===== src/rtl/routed_fifo_demux.sv =====
// Buffered 1-to-N packet router: one write port feeds NUM_PORTS independent
// first-word-fall-through FIFOs, each with its own valid/ready output handshake.
module routed_fifo_demux #(
  parameter int unsigned DATA_WIDTH = 32,
  parameter int unsigned NUM_PORTS  = 4,
  parameter int unsigned FIFO_DEPTH = 4,
  parameter int unsigned ADDR_W     = $clog2(NUM_PORTS)
) (
  input  logic                            clk,
  input  logic                            reset,
  input  logic [DATA_WIDTH-1:0]           din,
  input  logic                            din_en,
  input  logic [ADDR_W-1:0]               addr,
  output logic                            din_ready,
  output logic [NUM_PORTS*DATA_WIDTH-1:0] dout,
  output logic [NUM_PORTS-1:0]            dout_valid,
  input  logic [NUM_PORTS-1:0]            dout_ready,
  output logic [7:0]                      drop_count
);

  localparam int unsigned PtrW = $clog2(FIFO_DEPTH);
  localparam int unsigned CntW = PtrW + 1;

  logic [NUM_PORTS-1:0] full;
  logic                 addr_hit;
  logic                 sel_full;
  logic                 accept;
  logic [7:0]           drop_q, drop_d;

  // Decode addr by comparison so out-of-range addresses never index past full[].
  always_comb begin
    addr_hit = 1'b0;
    sel_full = 1'b0;
    for (int unsigned i = 0; i < NUM_PORTS; i++) begin
      if (addr == ADDR_W'(i)) begin
        addr_hit = 1'b1;
        sel_full = full[i];
      end
    end
  end

  assign din_ready = addr_hit ? !sel_full : 1'b1;
  assign accept    = din_en && din_ready;

  always_comb begin
    drop_d = drop_q;
    if (accept && !addr_hit && drop_q != 8'hFF) begin
      drop_d = drop_q + 8'd1;
    end
  end

  always_ff @(posedge clk or posedge reset) begin
    if (reset) begin
      drop_q <= 8'd0;
    end else begin
      drop_q <= drop_d;
    end
  end

  assign drop_count = drop_q;

  for (genvar g = 0; g < NUM_PORTS; g++) begin : g_chan
    logic [DATA_WIDTH-1:0] mem_q [FIFO_DEPTH];
    logic [PtrW-1:0]       wr_ptr_q, wr_ptr_d;
    logic [PtrW-1:0]       rd_ptr_q, rd_ptr_d;
    logic [CntW-1:0]       cnt_q, cnt_d;
    logic                  push;
    logic                  pop;

    assign full[g]       = (cnt_q == CntW'(FIFO_DEPTH));
    assign dout_valid[g] = (cnt_q != '0);
    assign push          = accept && addr_hit && (addr == ADDR_W'(g));
    assign pop           = dout_valid[g] && dout_ready[g];

    always_comb begin
      wr_ptr_d = push ? wr_ptr_q + PtrW'(1) : wr_ptr_q;
      rd_ptr_d = pop ? rd_ptr_q + PtrW'(1) : rd_ptr_q;
      unique case ({push, pop})
        2'b10:   cnt_d = cnt_q + CntW'(1);
        2'b01:   cnt_d = cnt_q - CntW'(1);
        default: cnt_d = cnt_q;
      endcase
    end

    always_ff @(posedge clk or posedge reset) begin
      if (reset) begin
        wr_ptr_q <= '0;
        rd_ptr_q <= '0;
        cnt_q    <= '0;
      end else begin
        wr_ptr_q <= wr_ptr_d;
        rd_ptr_q <= rd_ptr_d;
        cnt_q    <= cnt_d;
      end
    end

    // Storage is left unreset; stale words are masked by the zeroed count.
    always_ff @(posedge clk) begin
      if (push) begin
        mem_q[wr_ptr_q] <= din;
      end
    end

    assign dout[g*DATA_WIDTH +: DATA_WIDTH] = dout_valid[g] ? mem_q[rd_ptr_q] : '0;
  end

endmodule


===== config.mk =====
export PLATFORM = sky130hd
export DESIGN_NAME = routed_fifo_demux
export DESIGN_NICKNAME = d
export VERILOG_FILES = /design/src/rtl/routed_fifo_demux.sv
export SDC_FILE = /design/constraint.sdc
export NUM_CORES = 1
export LEC_CHECK = 0
export CAP_MARGIN = 40
export CORE_MARGIN = 10
export CORE_UTILIZATION = 39
export CTS_BUF_LIST = sky130_fd_sc_hd__clkbuf_2
export DETAILED_ROUTE_END_ITERATION = 10
export MAX_ROUTING_LAYER = met4
export PLACE_DENSITY_LB_ADDON = 0.05
export SLEW_MARGIN = 10
export SYNTH_ARGS = -nofsm -noshare
export SYNTH_HDL_FRONTEND = slang
export SYNTH_SLANG_ARGS = --single-unit

===== constraint.sdc =====
create_clock -name clk -period 2.7 [get_ports clk]
set_input_delay 0.54 -clock clk [delete_from_list [all_inputs] [get_ports clk]]
set_output_delay 0.54 -clock clk [all_outputs]
set_load 0.02 [all_outputs]

==> flow_summary.toml, run 1 <==
[outcome]
status = "complete, but fails checks"
violations = "setup timing"

[sta]
fin_worst_skew_ps = 60.7
maxClockFrequency_ghz = 0.296
max_slew_margin = 0.442
worstMarginPinSlew_ps = 837
min_period_ps = 3380
hold_violations = 0
post-route-period-util = 1.25
rsz0062_at_grt = "yes"
slew_viol_final = 0
setup_ws_ps = -683
setup_viol = 133
finalSetupTns_ps = -75300

[placement]
place_hpwl_mm = 30.6
port_buffers = 181
place_ws_ps = -53.5
gp_congestion = 0.708
dp.cells = 1866

[clocking]
cts_made_buffers = 143
cts_tree = "done"
clk-insertion-delay-late_ps = 1250
clkTransAtPathRegs_ps = 90
cts_root_buffer = "clkbuf_2"
clock-sinks = 548
cts_max_level = 4
clockBufferDepth = 3

[logic_synthesis]
avgSynthCellArea_um2 = 21.5
synth_top_area_share = 0.722
yosys_most_used_dff = "edfxtp_1"
synth.distinct_cells = 27
synthCells = 989
ys_top_cells_by_area = "edfxtp_1, mux4_2, and2_1"
yosys.area.top_type = "edfxtp_1"
synth_most_common_cell = "edfxtp_1"
ys_seq_elements = 548
syn-cell-area_um2 = 21300
syn_nets = 1054
synth_common_cells = "edfxtp_1, and2_1, mux4_2"
ys_seq_area_frac = 0.765
ys_warn_count = 0
synth_edf_count = 512
async_flop_share = 0.0657

[routing]
avgRoutedWirePerCell_um = 25.7
drtIter0Drc = 856
drtAntennaViolNets = 0
dr.pass1.iters = 5
routed_via_density = 5.05
wl_mm = 56.3
via_count = 11100
drc_errors = 0

[power_and_ir_drop]
internal-power_mw = 19.9
ir_drop_mv = 0.478
switching_share = 0.337
pwr-share-clk = 0.177
power_density_nw_per_um2 = 1100
p_leak_nw = 9.92
p_seq_frac = 0.342
switching_power_mw = 10.2
power_frac_comb = 0.480

[global_route]
track_usage = 0.180
grt-ovfl-total = 0
grt_pass1_vias = 11900
grt_antenna_before_repair = 4
grt_max_degree = 37
grt_first_pass_wirelength_mm = 79.3

[finish]
nets = 1472
fillers = 4531
fin_cells = 2192
drive_gt1_frac = 0.506
syn2layout_area_growth_pct = 28.6

[floorplanning]
core_um2 = 53900
die_y_um = 254
row_count = 85
ios = 182
fp.dieArea_um2 = 64300
die_width_um = 254
floorplan.initialDensity = 0.395

[setup_path]
critPathLaunchType = "flip-flop"
crit_start = "g_chan[1].rd_ptr_q[0]"
cp.required_ps = 2160
reg2reg_setup_slack_ps = 300
crit_type = "reg2out"
end_kind = "output port"
crit_path_max_fanout = 7
arrival_ps = 2840
r2r-start = "g_chan[3].cnt_q[1]"
r2r_end = "g_chan[3].cnt_q[2]"
reg2reg_depth = 11

[min_path]
min-delay-start = "din_en"
timing.hold.worst_path_depth = 5
hp-class = "in2reg"
hold_end = "g_chan[2].wr_ptr_q[0]"

[run]
cap_viol_max_count = 0
-- metrics by stage --
stage | utilization | total power, mW | hold slack, ps | cell area [um2]
floorplan | - | 16.7 | 446 | 21300
global placement | 0.457 | 21.8 | 368 | 24600
detailed placement | 0.457 | 21.8 | 367 | 24600
CTS | 0.492 | 28.7 | 4.82 | 26500
global route | 0.508 | 31.8 | 67.3 | 27400
finish | 0.508 | 30.1 | 243 | 27400
-- critical path, stage by stage, from the launching register on --
cell,delay (ps)
dfrtp_2,460
buf_12,170
buf_12,120
buf_6,90
mux4_2,480
and2_4,180
buf_6,120
-- layer usage --
metal	global-route usage	wire length, um	up-vias
met4	0.0547	851	0
li1	-	-	4811
met3	0.0530	3100	64
met5	-	0	-
met2	0.277	27500	330
met1	0.228	24800	5867
-- worst max path at each step --
stage / depth (start not counted) / slack, ps / end
after global routing: 6 / -940 / dout[56]
after detailed placement: 3 / -50 / din_ready
after global placement: 3 / -60 / din_ready
after CTS: 5 / -1020 / dout[1]
final: 6 / -680 / dout[62]
after floorplan: 2 / 470 / g_chan[0].mem_q[0][0]
-- repair_timing --
action / 4_1_cts / 5_1_grt
buffers inserted: 44 / 33
pin swaps: 16 / 57
hold buffers: 6 / 0
resized for setup: 672 / 279
endpoints found under the setup margin: 141 / 133
endpoints found under the hold margin: 60 / 0
cloned: 11 / 4
-- cells in the final DEF (no fill, tap or decap), types with 15 or more instances in the layout --
cell             count
edfxtp_1           512
and2_4             110
dfrtp_1             28
inv_1               26
and2_2              16
clkinv_1            27
and2_1              22
buf_12              50
buf_6              129
buf_4               60
clkdlybuf4s50_1     40
clkbuf_2           198
buf_2               15
ha_1                20
mux4_2             129
-- power groups by stage --
stage / logic (mW) / clock network (mW) / registers, mW
final: 14.5 / 5.34 / 10.3
after global routing: 15.4 / 6.08 / 10.4
after CTS: 12.8 / 5.60 / 10.3
after detailed placement: 11.3 / 0 / 10.5
after global placement: 11.3 / 0 / 10.5
after floorplan: 6.38 / 0 / 10.3
-- area by class of cell --
class / count / area [um2] / area share
Inverter: 26 / 97.6 / 0.00357
Clock buffer: 197 / 986 / 0.0360
Clock inverter: 34 / 184 / 0.00672
Tap cell: 696 / 871 / 0.0318
Antenna cell: 3 / 7.51 / 0.000274
Timing Repair Buffer: 330 / 4010 / 0.146
Sequential cell: 548 / 16300 / 0.595
Multi-Input combinational cell: 358 / 4930 / 0.180
-- sequential cells by signal (all words and copies together) (netlist names) --
| signal | flops |
|---|---|
| g_chan.wr_ptr_q | 8 |
| g_chan.rd_ptr_q | 8 |
| g_chan.cnt_q | 12 |
| drop_count | 8 |
| g_chan.mem_q | 512 |
-- kinds of logic (layout without fill, tap and decap cells) --
logic type	Yosys count	in the layout	synth area share
AO/OA/AOI/OAI	3	3	0.00212
other	0	3	0
multiplexers	137	137	0.141
XOR/XNOR	24	24	0.00988
AND/OR/NAND/NOR	170	170	0.0489
adder cells (fa/ha/maj)	24	24	0.0155
flip-flops	548	548	0.765
buffers and inverters	83	587	0.0179
Note: power is estimated with default switching activity, not from simulation.
==> run 2, diff against run 1 <==
==> constraint.sdc (replaced) <==
create_clock -name clk -period 2.7 [get_ports clk]
set_input_delay 0.54 -clock clk [delete_from_list [all_inputs] [get_ports clk]]
set_output_delay 0.54 -clock clk [all_outputs]
set_load 0.1 [all_outputs]
==> run 2 against run 1 <==
The flow still finishes with violations (setup timing). Clock skew fell by 7.5 ps. Sequential share of layout area decreased by 1.8 points. Utilization rose by 1.6 points. Die area did not move. Largest cell class unchanged.
==> flow_summary.toml, run 2 (same netlist as run 1, synthesis figures left out) <==
[sta]
worstMarginPinSlew_ps = 876
max_slew_margin = 0.416
setup_viol = 133
fin_worst_skew_ps = 53.2
setup_ws_ps = -710
post-route-period-util = 1.26
min_period_ps = 3410
fin_hold_ws_ps = 227
hold_violations = 0
rsz0062_at_grt = "yes"
maxClockFrequency_ghz = 0.293
slew_viol_final = 0

[outcome]
status = "complete, but fails checks"
violations = "setup timing"

[routing]
routed_via_density = 5.04
drc_errors = 0
dr.pass1.iters = 5
avgRoutedWirePerCell_um = 26.3
drtIter0Drc = 806
drtAntennaViolNets = 0
wl_mm = 56.7
via_count = 10900

[finish]
fin_area_um2 = 28200
regMostFlops = "g_chan.mem_q"
largest_registers = "g_chan.mem_q (512), g_chan.cnt_q (12)"
final_common_cell = "edfxtp_1"
nets = 1425
largest_register_ffs = 512
fillers = 4393
multi_input_comb_area_um2 = 4980
drive_gt1_frac = 0.515
final_cell_mix = "edfxtp_1, clkbuf_2, buf_12"
syn2layout_area_growth_pct = 32.6
regArea_um2 = 16300

[clocking]
clk-insertion-delay-late_ps = 1260
cts_tree = "done"
clockBufferDepth = 3
cts_max_level = 4
clkTransAtPathRegs_ps = 90
clock-sinks = 548
cts_made_buffers = 141
cts_root_buffer = "clkbuf_2"

[global_route]
grt_max_degree = 34
track_usage = 0.185
grt_first_pass_wirelength_mm = 81.4
grt_antenna_before_repair = 2
grt-ovfl-total = 0
grt_pass1_vias = 11800

[floorplanning]
fp.dieArea_um2 = 64300
die_width_um = 254
floorplan.initialDensity = 0.395
ios = 182
row_count = 85
core_um2 = 53900
die_y_um = 254

[placement]
dpl-instance-area_um2 = 25900
gp_congestion = 0.733
place_ws_ps = 161
place_hpwl_mm = 33.4
port_buffers = 181

[setup_path]
end_kind = "output port"
cp.required_ps = 2160
crit_type = "reg2out"
arrival_ps = 2870
critPathLaunchType = "flip-flop"
crit_path_max_fanout = 5

[min_path]
hp-class = "in2reg"

[run]
cap_viol_max_count = 0
==> run 2: changes by cell type in the layout (fill, tap and decap cells not counted), moves of 3 or more <==
cell	change
buf_12	+131
buf_6	-121
buf_4	-24
and2_1	-18
and2_4	+18
buf_2	-15
clkbuf_2	+14
clkinv_1	-7
buf_8	-5
clkdlybuf4s15_1	-5
clkdlybuf4s15_2	-3
==> run 2: stage by stage <==
stage	utilization	setup TNS, ps	cells
floorplan	-	0	989
global route	0.523	-113860	2154
CTS	0.521	-114860	2145
detailed placement	0.480	0	1867
global placement	0.480	0	1867
finish	0.523	-83560	2154
==> run 2: worst paths after layout <==
| check | endpoint | slack [ps] | from | depth (start not counted) |
|---|---|---|---|---|
| worst min-delay path | g_chan[2].wr_ptr_q[0] | 230 | din_en | 5 |
| min in group asynchronous | drop_count[6] | 650 | reset | 4 |
| worst max register to register | g_chan[1].cnt_q[2] | 520 | g_chan[1].cnt_q[1] | 9 |
| max in group asynchronous | g_chan[3].rd_ptr_q[0] | 1500 | reset | 5 |
| worst min register to register | drop_count[7] | 380 | drop_count[7] | 0 |
| worst max-delay path | dout[88] | -710 | g_chan[2].rd_ptr_q[0] | 5 |
==> run 2: worst max-delay path, cell delays in order, from the launching register on <==
cell	delay, ps
dfrtp_2	450
buf_6	150
buf_12	130
mux4_2	580
and2_4	180
buf_12	160
==> run 2: area by class of cell <==
class                      count  area share
tap                          696      0.0309
inverter                      26     0.00346
timing repair buffer         285       0.170
clock inverter                27     0.00461
multi-input combinational    358       0.176
antenna                        2    0.000177
clock buffer                 212      0.0376
sequential                   548       0.577
==> run 2: timing repair <==
item | 4_1_cts | 5_1_grt
pin swaps | 62 | 5
endpoints found under the hold margin | 45 | 0
resized for setup | 180 | 24
hold buffers | 7 | 0
buffers inserted | 21 | 5
gates cloned | 11 | 3
setup endpoints to repair | 135 | 134
==> run 2: per-layer routing <==
layer / part of all wire / vias up / GRT usage
li1: - / 4722 / -
met1: 0.45 / 5790 / 0.241
met2: 0.49 / 295 / 0.278
met3: 0.054 / 58 / 0.0551
met4: 0.012 / 0 / 0.0502
met5: 0 / - / -
Power of run 2 is left out: the tool's default activity adds up to more than one toggle a clock period on the data nets, which glitch-free logic cannot reach.
